[config.mk]
export PLATFORM = sky130hd
export DESIGN_NAME = mod_exp_engine
export DESIGN_NICKNAME = d
export VERILOG_FILES = /design/src/rtl/mod_exp_engine.sv
export SDC_FILE = /design/constraint.sdc
export NUM_CORES = 1
export LEC_CHECK = 0
export CORE_MARGIN = 2
export CORE_UTILIZATION = 30
export CTS_CLUSTER_SIZE = 20
export DETAILED_ROUTE_END_ITERATION = 10
export HOLD_SLACK_MARGIN = 0.08
export PLACE_DENSITY = 0.54
export SETUP_SLACK_MARGIN = 0.3
export SYNTH_ARGS = -nofsm -noshare
export SYNTH_HDL_FRONTEND = slang
export SYNTH_SLANG_ARGS = --single-unit
[constraint.sdc]
create_clock -name clk -period 9 [get_ports clk]
set_input_delay 1.8 -clock clk [delete_from_list [all_inputs] [get_ports clk]]
set_output_delay 1.8 -clock clk [all_outputs]
set_load 0.03 [all_outputs]
[src/rtl/mod_exp_engine.sv]
// Modular exponentiator: res = base^exp mod m, right-to-left square-and-multiply.
// Every modular product comes from one shared bit-serial interleaved multiplier.
// That multiplier takes N cycles per product and needs no wide multiplier or divider.
// The modulus is a runtime input. The handshake is busy/done/err, and abort and ena are supported.
module mod_exp_engine #(
    parameter int N = 16
) (
    input  logic         clk,
    input  logic         rst,
    input  logic         ena,
    input  logic         start,
    input  logic         abort,
    input  logic [N-1:0] base,
    input  logic [N-1:0] exp,
    input  logic [N-1:0] mod,
    output logic [N-1:0] res,
    output logic         busy,
    output logic         done,
    output logic         err
);

    localparam int CW = (N > 1) ? $clog2(N) : 1;

    typedef enum logic [2:0] {
        S_IDLE,
        S_LOAD,
        S_REDUCE,
        S_CHECK,
        S_MULR,
        S_SQR,
        S_DONE
    } state_t;

    state_t         state, state_nx;
    logic [N-1:0]   base_r;
    logic [N-1:0]   exp_r;
    logic [N-1:0]   mod_r;
    logic [N-1:0]   res_acc;
    logic [N-1:0]   acc;
    logic [CW-1:0]  cnt;
    logic           err_flag;

    logic           in_mul;
    logic           mul_last;
    logic [N-1:0]   mul_a;
    logic [N-1:0]   mul_b;
    logic [N-1:0]   mul_res;

    // One interleaved step: acc' = (2*acc + b_bit*a) mod m, for acc < m and a < m.
    // The intermediate value stays below 2m, so N+1 bits are enough.
    function automatic logic [N-1:0] mod_step(input logic [N-1:0] acc_in,
                                              input logic [N-1:0] a_in,
                                              input logic         b_bit,
                                              input logic [N-1:0] m_in);
        logic [N:0] mw;
        logic [N:0] t;
        mw = {1'b0, m_in};
        t  = {acc_in, 1'b0};
        if (t >= mw) t = t - mw;
        if (b_bit)   t = t + {1'b0, a_in};
        return (t >= mw) ? N'(t - mw) : N'(t);
    endfunction

    // Operand routing for the shared multiplier.
    // REDUCE computes 1*base, MULR computes base_r*res_acc, and SQR computes base_r*base_r.
    always_comb begin
        in_mul   = (state == S_REDUCE) || (state == S_MULR) || (state == S_SQR);
        mul_last = in_mul && (cnt == '0);
        mul_a    = (state == S_REDUCE) ? N'(1) : base_r;
        mul_b    = (state == S_MULR) ? res_acc : base_r;
        mul_res  = mod_step(acc, mul_a, mul_b[cnt], mod_r);
    end

    // Next-state logic; abort in any active state returns to IDLE.
    always_comb begin
        state_nx = state;
        case (state)
            S_IDLE:   if (start && !abort) state_nx = S_LOAD;
            // A bad modulus takes the CHECK path with exp forced to 0.
            S_LOAD:   state_nx = (mod_r < N'(2)) ? S_CHECK : S_REDUCE;
            S_REDUCE: if (mul_last) state_nx = S_CHECK;
            S_CHECK: begin
                if (exp_r == '0)   state_nx = S_DONE;
                else if (exp_r[0]) state_nx = S_MULR;
                else               state_nx = S_SQR;
            end
            S_MULR:   if (mul_last) state_nx = S_SQR;
            S_SQR:    if (mul_last) state_nx = S_CHECK;
            S_DONE:   state_nx = S_IDLE;
            default:  state_nx = S_IDLE;
        endcase
        if (abort && (state != S_IDLE)) state_nx = S_IDLE;
    end

    // State, operand registers, multiplier accumulator/counter and result registers.
    always_ff @(posedge clk) begin
        if (rst) begin
            state    <= S_IDLE;
            base_r   <= '0;
            exp_r    <= '0;
            mod_r    <= '0;
            res_acc  <= '0;
            acc      <= '0;
            cnt      <= '0;
            err_flag <= 1'b0;
            res      <= '0;
            err      <= 1'b0;
        end else if (ena) begin
            state <= state_nx;
            case (state)
                S_IDLE: begin
                    if (start && !abort) begin
                        base_r   <= base;
                        exp_r    <= exp;
                        mod_r    <= mod;
                        err_flag <= 1'b0;
                    end
                end
                S_LOAD: begin
                    if (mod_r < N'(2)) begin
                        err_flag <= 1'b1;
                        res_acc  <= '0;
                        exp_r    <= '0;
                    end else begin
                        res_acc  <= N'(1);
                    end
                end
                S_REDUCE: if (mul_last) base_r <= mul_res;
                S_MULR:   if (mul_last) res_acc <= mul_res;
                S_SQR: begin
                    if (mul_last) begin
                        base_r <= mul_res;
                        exp_r  <= exp_r >> 1;
                    end
                end
                default: ;
            endcase
            // The accumulator and counter re-arm whenever no product is in progress.
            // That way every multiply state starts from acc=0 and cnt=N-1.
            if (in_mul && !mul_last) begin
                cnt <= cnt - 1'b1;
                acc <= mul_res;
            end else begin
                cnt <= CW'(N - 1);
                acc <= '0;
            end
            // The result is published on the edge entering DONE, so it is valid with done.
            if ((state_nx == S_DONE) && (state != S_DONE)) begin
                res <= res_acc;
                err <= err_flag;
            end
        end
    end

    assign busy = (state != S_IDLE);
    assign done = (state == S_DONE);

endmodule
==> impl_metrics.ini, run 1 <==
[synth]
synth.avg_cell_area_um2 = 8.00
synth.mux.area_fraction = 0.0731
synthArstFlopShare = 0
syn_inst = 946
synth_area_leaders = dfxtp_1 (28%), ha_1 (8.4%), nand2_1 (5.4%)
synth_area_mm2 = 0.00757
synth_top_flop_cell = dfxtp_1
synth_largest_area_cell = dfxtp_1
synth_top_family_by_area = compound AO/OA/AOI/OAI gates
synth.most_common_cell = nand2_1
synth-simple-area-share = 0.223
synth_edf_count = 0
synth_compound_area_frac = 0.237
ys_types = 73
synth_seq_area_share = 0.278
ys_warn_count = 0
ys_top_cells_by_count = nand2_1 (109), dfxtp_1 (105), nor2_1 (81), a21oi_1 (71), ha_1 (51)
synthXorXnorAreaFrac = 0.0428
synthAdderAreaFrac = 0.0923
synth-seq-cells = 105
synth_top_cell_area_share = 0.278
synth_fp_nets = 1053

[die]
die_x_um = 163
row_count = 58
initial_core_util = 0.303
die_y_um = 163
ios = 72
dieArea_mm2 = 0.0265
core_area_mm2 = 0.0250

[clock_network]
clock_latency_ns = 0.37
cts_tree = built
post-cts-setup-buffer-count = 0
cts_buffer_depth = 2
cts_hold_buffers = 0
clock-root-buffer = clkbuf_16
cts_htree_levels = 3
numCtsBuffers = 9
clk_pin_slew_worst_paths_ns = 0.08
clock_sinks = 105

[flow_run]
drv_cap = 0

[critical_path]
worst-path-max-fanout = 21
cp-end-kind = flip-flop
arrival_ns = 8.00
max_stage_delay_ns = 0.66
required_ns = 9.23
worst_path_max_delay_cell = and3_1
reg2reg_slack_ns = 1.24
startpoint_type = flip-flop
critical_path_class = flip-flop to flip-flop

[timing]
layout_min_cycle_time_ns = 7.76
rsz0062_at_grt = false
skew_ns = 0.0149
drv_slew = 0
fmax_mhz = 129
hold_violations = 0
setup_violations = 0
worst_pin_slew_ns = 0.920
period_share = 0.863
fin_tns_setup_ns = 0
max-slew-margin-rel = 0.386
hold_slack_ns = 0.478

[grt]
track_usage = 0.182
antenna_found_initial = 0
grt.overflow.total = 0
grt_max_degree = 74
grt_pass1_vias = 6738
grt_pass1_wl_mm = 37.5

[routing]
ant_nets = 0
vias = 7033
routed_wl_mm = 24.0
drtPass1Iterations = 5
first_iter_violations = 505
vias_per_cell = 5.33
wl_per_cell_um = 18.2
drc = 0

[place]
dpl.hpwl_mm = 18.6
postPlaceCellArea_mm2 = 0.00849
port_buffers = 71
place_congestion = 0.940

[finish]
nets = 1092
diodes = 0
areaGrowthSynthToFinish_pct = 16.4
design_area_mm2 = 0.00880
drive_gt1_frac = 0.0687

[pwr]
vdd_ir_drop_max_v = 0.000108
p_leak_nw = 3.43
cellPowerDensity_mw_per_mm2 = 198

[min_path]
worstHoldPathType = flip-flop to flip-flop

[status]
run_status = finished clean
## critical path: cells and delay by family (launching register included)
family | cells | cell delay [ns]
AO/OA/AOI/OAI | 15 | 3.56
AND/OR/NAND/NOR | 5 | 1.69
adder cells (fa/ha/maj) | 3 | 1.06
multiplexers | 2 | 0.49
flip-flops | 1 | 0.46
buffers and inverters | 2 | 0.21
XOR/XNOR | 1 | 0.15
## per-stage QoR
step | power [mW] | cells | setup WS [ns] | util
final | 1.74 | 1320 | 1.24 | 0.353
after global routing | 1.85 | 1320 | 0.541 | 0.353
after CTS | 1.74 | 1320 | 1.06 | 0.353
after detailed placement | 1.32 | 1304 | 1.08 | 0.340
after global placement | 1.33 | 1304 | 1.26 | 0.340
after floorplan | 1.14 | 946 | 2.64 | -
## routing by layer
layer / global-route usage / vias to the layer above / share of wire
met1: 0.253 / 3342 / 0.48
met5: 0 / - / 0
met3: 0.0224 / 16 / 0.044
met4: 0.0434 / 0 / 0.013
li1: - / 3503 / -
met2: 0.301 / 172 / 0.46
## path summary, 6_finish.rpt
kind                            end                   start  cells after the start
max          base_r[3]$_SDFFE_PP0P_  mod_r[13]$_SDFFE_PP0P_                     28
min           mod_r[6]$_SDFFE_PP0P_   mod_r[6]$_SDFFE_PP0P_                      2
max reg2reg  base_r[3]$_SDFFE_PP0P_  mod_r[13]$_SDFFE_PP0P_                     28
min reg2reg   mod_r[6]$_SDFFE_PP0P_   mod_r[6]$_SDFFE_PP0P_                      2
## kinds of logic (layout without fill, tap and decap cells)
family                   after synthesis  after routing
multiplexers                          50             50
adder cells (fa/ha/maj)               54             54
AO/OA/AOI/OAI                        271            271
flip-flops                           105            105
buffers and inverters                 92            136
AND/OR/NAND/NOR                      337            337
XOR/XNOR                              37             37
## power breakdown
group          switching (mW)  internal, mW
Clock                   0.218         0.200
Combinational           0.504         0.328
Sequential             0.0164         0.477
## placed cells by master (no fill, tap or decap), drive strengths merged, types with 6 or more instances in the layout
cell type	n
nand2	109
dfxtp	105
nor2	82
a21oi	72
clkdlybuf4s50	70
o21ai	66
ha	51
inv	44
mux2i	32
nand3	28
xnor2	26
nor2b	23
a311oi	20
nand2b	19
a31oi	19
a21o	17
mux2	16
nor3	15
a211oi	14
xor2	11
and4	9
a22o	9
clkbuf	9
buf	9
o21a	8
nand4	7
nor4	7
and2	7
a211o	6
and3	6
nand3b	6
or2	6
## area by class of cell
class,count,area [µm²]
Fill cell,2707,16200
Clock buffer,9,225
Sequential cell,105,2100
Clock inverter,7,83.8
Timing Repair Buffer,79,766
Multi-Input combinational cell,749,5060
Tap cell,330,413
Inverter,41,154
## sequential cells by signal, indices dropped and copies added (netlist names)
name and cells:
cnt 4, res_acc 16, base_r 16, err_flag 1, mod_r 16, state 3, err 1, exp_r 16
acc 16, res 16
## timing repair
action | in CTS | in global routing
endpoints found under the setup margin | 0 | 2
resized for setup | 0 | 1
endpoints found under the hold margin | 0 | 0
No activity file was read; power rests on OpenSTA's default activity.
==> run 2: changes to the inputs <==
--- a/config.mk
+++ b/config.mk
@@ -5,7 +5,7 @@
 export SDC_FILE = /design/constraint.sdc
 export NUM_CORES = 1
 export LEC_CHECK = 0
-export CORE_MARGIN = 2
+export CORE_MARGIN = 1.5
 export CORE_UTILIZATION = 30
 export CTS_CLUSTER_SIZE = 20
 export DETAILED_ROUTE_END_ITERATION = 10
==> impl_metrics.ini, run 2 (same netlist as run 1, synthesis figures left out) <==
[min_path]
worstHoldEndpoint = base_r[15]$_SDFFE_PP0P_
hp-start = base_r[15]$_SDFFE_PP0P_
hold_depth = 2
worstHoldPathType = flip-flop to flip-flop

[clock_network]
clk_pin_slew_worst_paths_ns = 0.08
clock_sinks = 105
clock-root-buffer = clkbuf_16
numCtsBuffers = 9
cts_buffer_depth = 2
cts_htree_levels = 3
cts_tree = built
clock_latency_ns = 0.37

[timing]
skew_ns = 0.0148
drv_slew = 0
layout_min_cycle_time_ns = 7.72
fmax_mhz = 129
max-slew-margin-rel = 0.393
fin_tns_setup_ns = 0
setup_violations = 0
period_share = 0.858
worst_pin_slew_ns = 0.910
hold_violations = 0
rsz0062_at_grt = false

[routing]
vias_per_cell = 5.39
drtPass1Iterations = 8
wl_per_cell_um = 18.1
vias = 7077
first_iter_violations = 459
drc = 1
ant_nets = 0
routed_wl_mm = 23.8

[status]
violations = design-rule violations
run_status = finished with violations

[pwr]
vdd_ir_drop_max_v = 0.000103
cellPowerDensity_mw_per_mm2 = 199
p_leak_nw = 3.43

[die]
ios = 72
die_y_um = 162
die_x_um = 162
core_area_mm2 = 0.0245
initial_core_util = 0.308
row_count = 57
dieArea_mm2 = 0.0262

[place]
place_congestion = 0.892
dp.cells = 1298
port_buffers = 71
dpl.hpwl_mm = 18.4

[critical_path]
r2r_end = acc[1]$_SDFFE_PP0P_
required_ns = 9.31
worst-path-max-fanout = 21
reg2reg_slack_ns = 1.28
cp-end-kind = flip-flop
r2r_cells = 27
r2r-start = mod_r[13]$_SDFFE_PP0P_
worst_path_max_delay_cell = and3_1
startpoint_type = flip-flop
critical_path_class = flip-flop to flip-flop
max_stage_delay_ns = 0.65
arrival_ns = 8.03

[grt]
antenna_found_initial = 0
grt_pass1_vias = 6781
grt_max_degree = 74
track_usage = 0.184
grt_pass1_wl_mm = 37.6
grt.overflow.total = 0

[finish]
layoutNonFillerInstCount = 1314
diodes = 0
drive_gt1_frac = 0.0687
nets = 1092
layout_commonest_cell = nand2_1
areaGrowthSynthToFinish_pct = 16.3
mostFrequentLayoutCells = nand2_1 (109), dfxtp_1 (105), nor2_1 (80), a21oi_1 (71), clkdlybuf4s50_1 (70)

[flow_run]
drv_cap = 0
-- run 2: cell count changes in the layout (fill, tap and decap cells not counted), sizes merged --
cell and delta:
clkinvlp +1, inv -1
-- run 2: worst max path at each step --
stage                                   endpoint              startpoint  cells after the start
after detailed placement  base_r[3]$_SDFFE_PP0P_  mod_r[13]$_SDFFE_PP0P_                     28
after CTS                    acc[1]$_SDFFE_PP0P_  mod_r[13]$_SDFFE_PP0P_                     27
after floorplan           base_r[2]$_SDFFE_PP0P_  mod_r[13]$_SDFFE_PP0P_                     30
after global routing      base_r[3]$_SDFFE_PP0P_  mod_r[13]$_SDFFE_PP0P_                     28
after global placement       acc[1]$_SDFFE_PP0P_  mod_r[13]$_SDFFE_PP0P_                     27
final                        acc[1]$_SDFFE_PP0P_  mod_r[13]$_SDFFE_PP0P_                     27
-- run 2: layout make-up --
cell class | count | area (µm²)
Multi-Input combinational cell | 749 | 5060
Clock buffer | 9 | 225
Sequential cell | 105 | 2100
Inverter | 41 | 154
Fill cell | 2607 | 15700
Clock inverter | 7 | 85.1
Timing Repair Buffer | 79 | 766
Tap cell | 324 | 405
-- run 2: timing repair --
item / in CTS / in global routing
hold buffers: 0 / 0
endpoints found under the setup margin: 0 / 1
gates resized for setup: 0 / 1
buffers inserted: 0 / 0
-- run 2: through the flow --
step	instance area [µm²]	setup WS (ns)	util	total power, mW	hold WS (ns)
after floorplan	7570	2.64	-	1.14	0.435
after global placement	8490	1.30	0.346	1.34	0.459
after detailed placement	8490	1.16	0.346	1.34	0.461
after CTS	8800	1.14	0.359	1.75	0.472
after global routing	8800	0.574	0.359	1.86	0.496
final	8800	1.28	0.359	1.75	0.473
-- run 2: routing by layer --
layer,vias to the layer above,track usage,wire length (µm)
li1,3507,-,-
met5,-,0,0
met4,0,0.0550,416
met1,3342,0.255,11400
met2,200,0.293,10800
met3,28,0.0289,1170
-- run 2: power breakdown --
group / leakage [nW] / internal (mW) / switching (mW)
clock: 0.146 / 0.200 / 0.215
combinational: 2.43 / 0.328 / 0.515
sequential: 0.852 / 0.477 / 0.0160
total: 3.43 / 1.00 / 0.745
-- run 2: worst max-delay path, delay by kind of cell (launching register included) --
kind                       cells  cell delay (ns)
muxes                          3             1.00
AOI/OAI and AO/OA             14             3.19
and+or+nand+nor                4             1.58
adders and majority gates      3             1.05
DFF                            1             0.45
xor gates and xnor gates       1             0.14
buffers and inverters          2             0.21
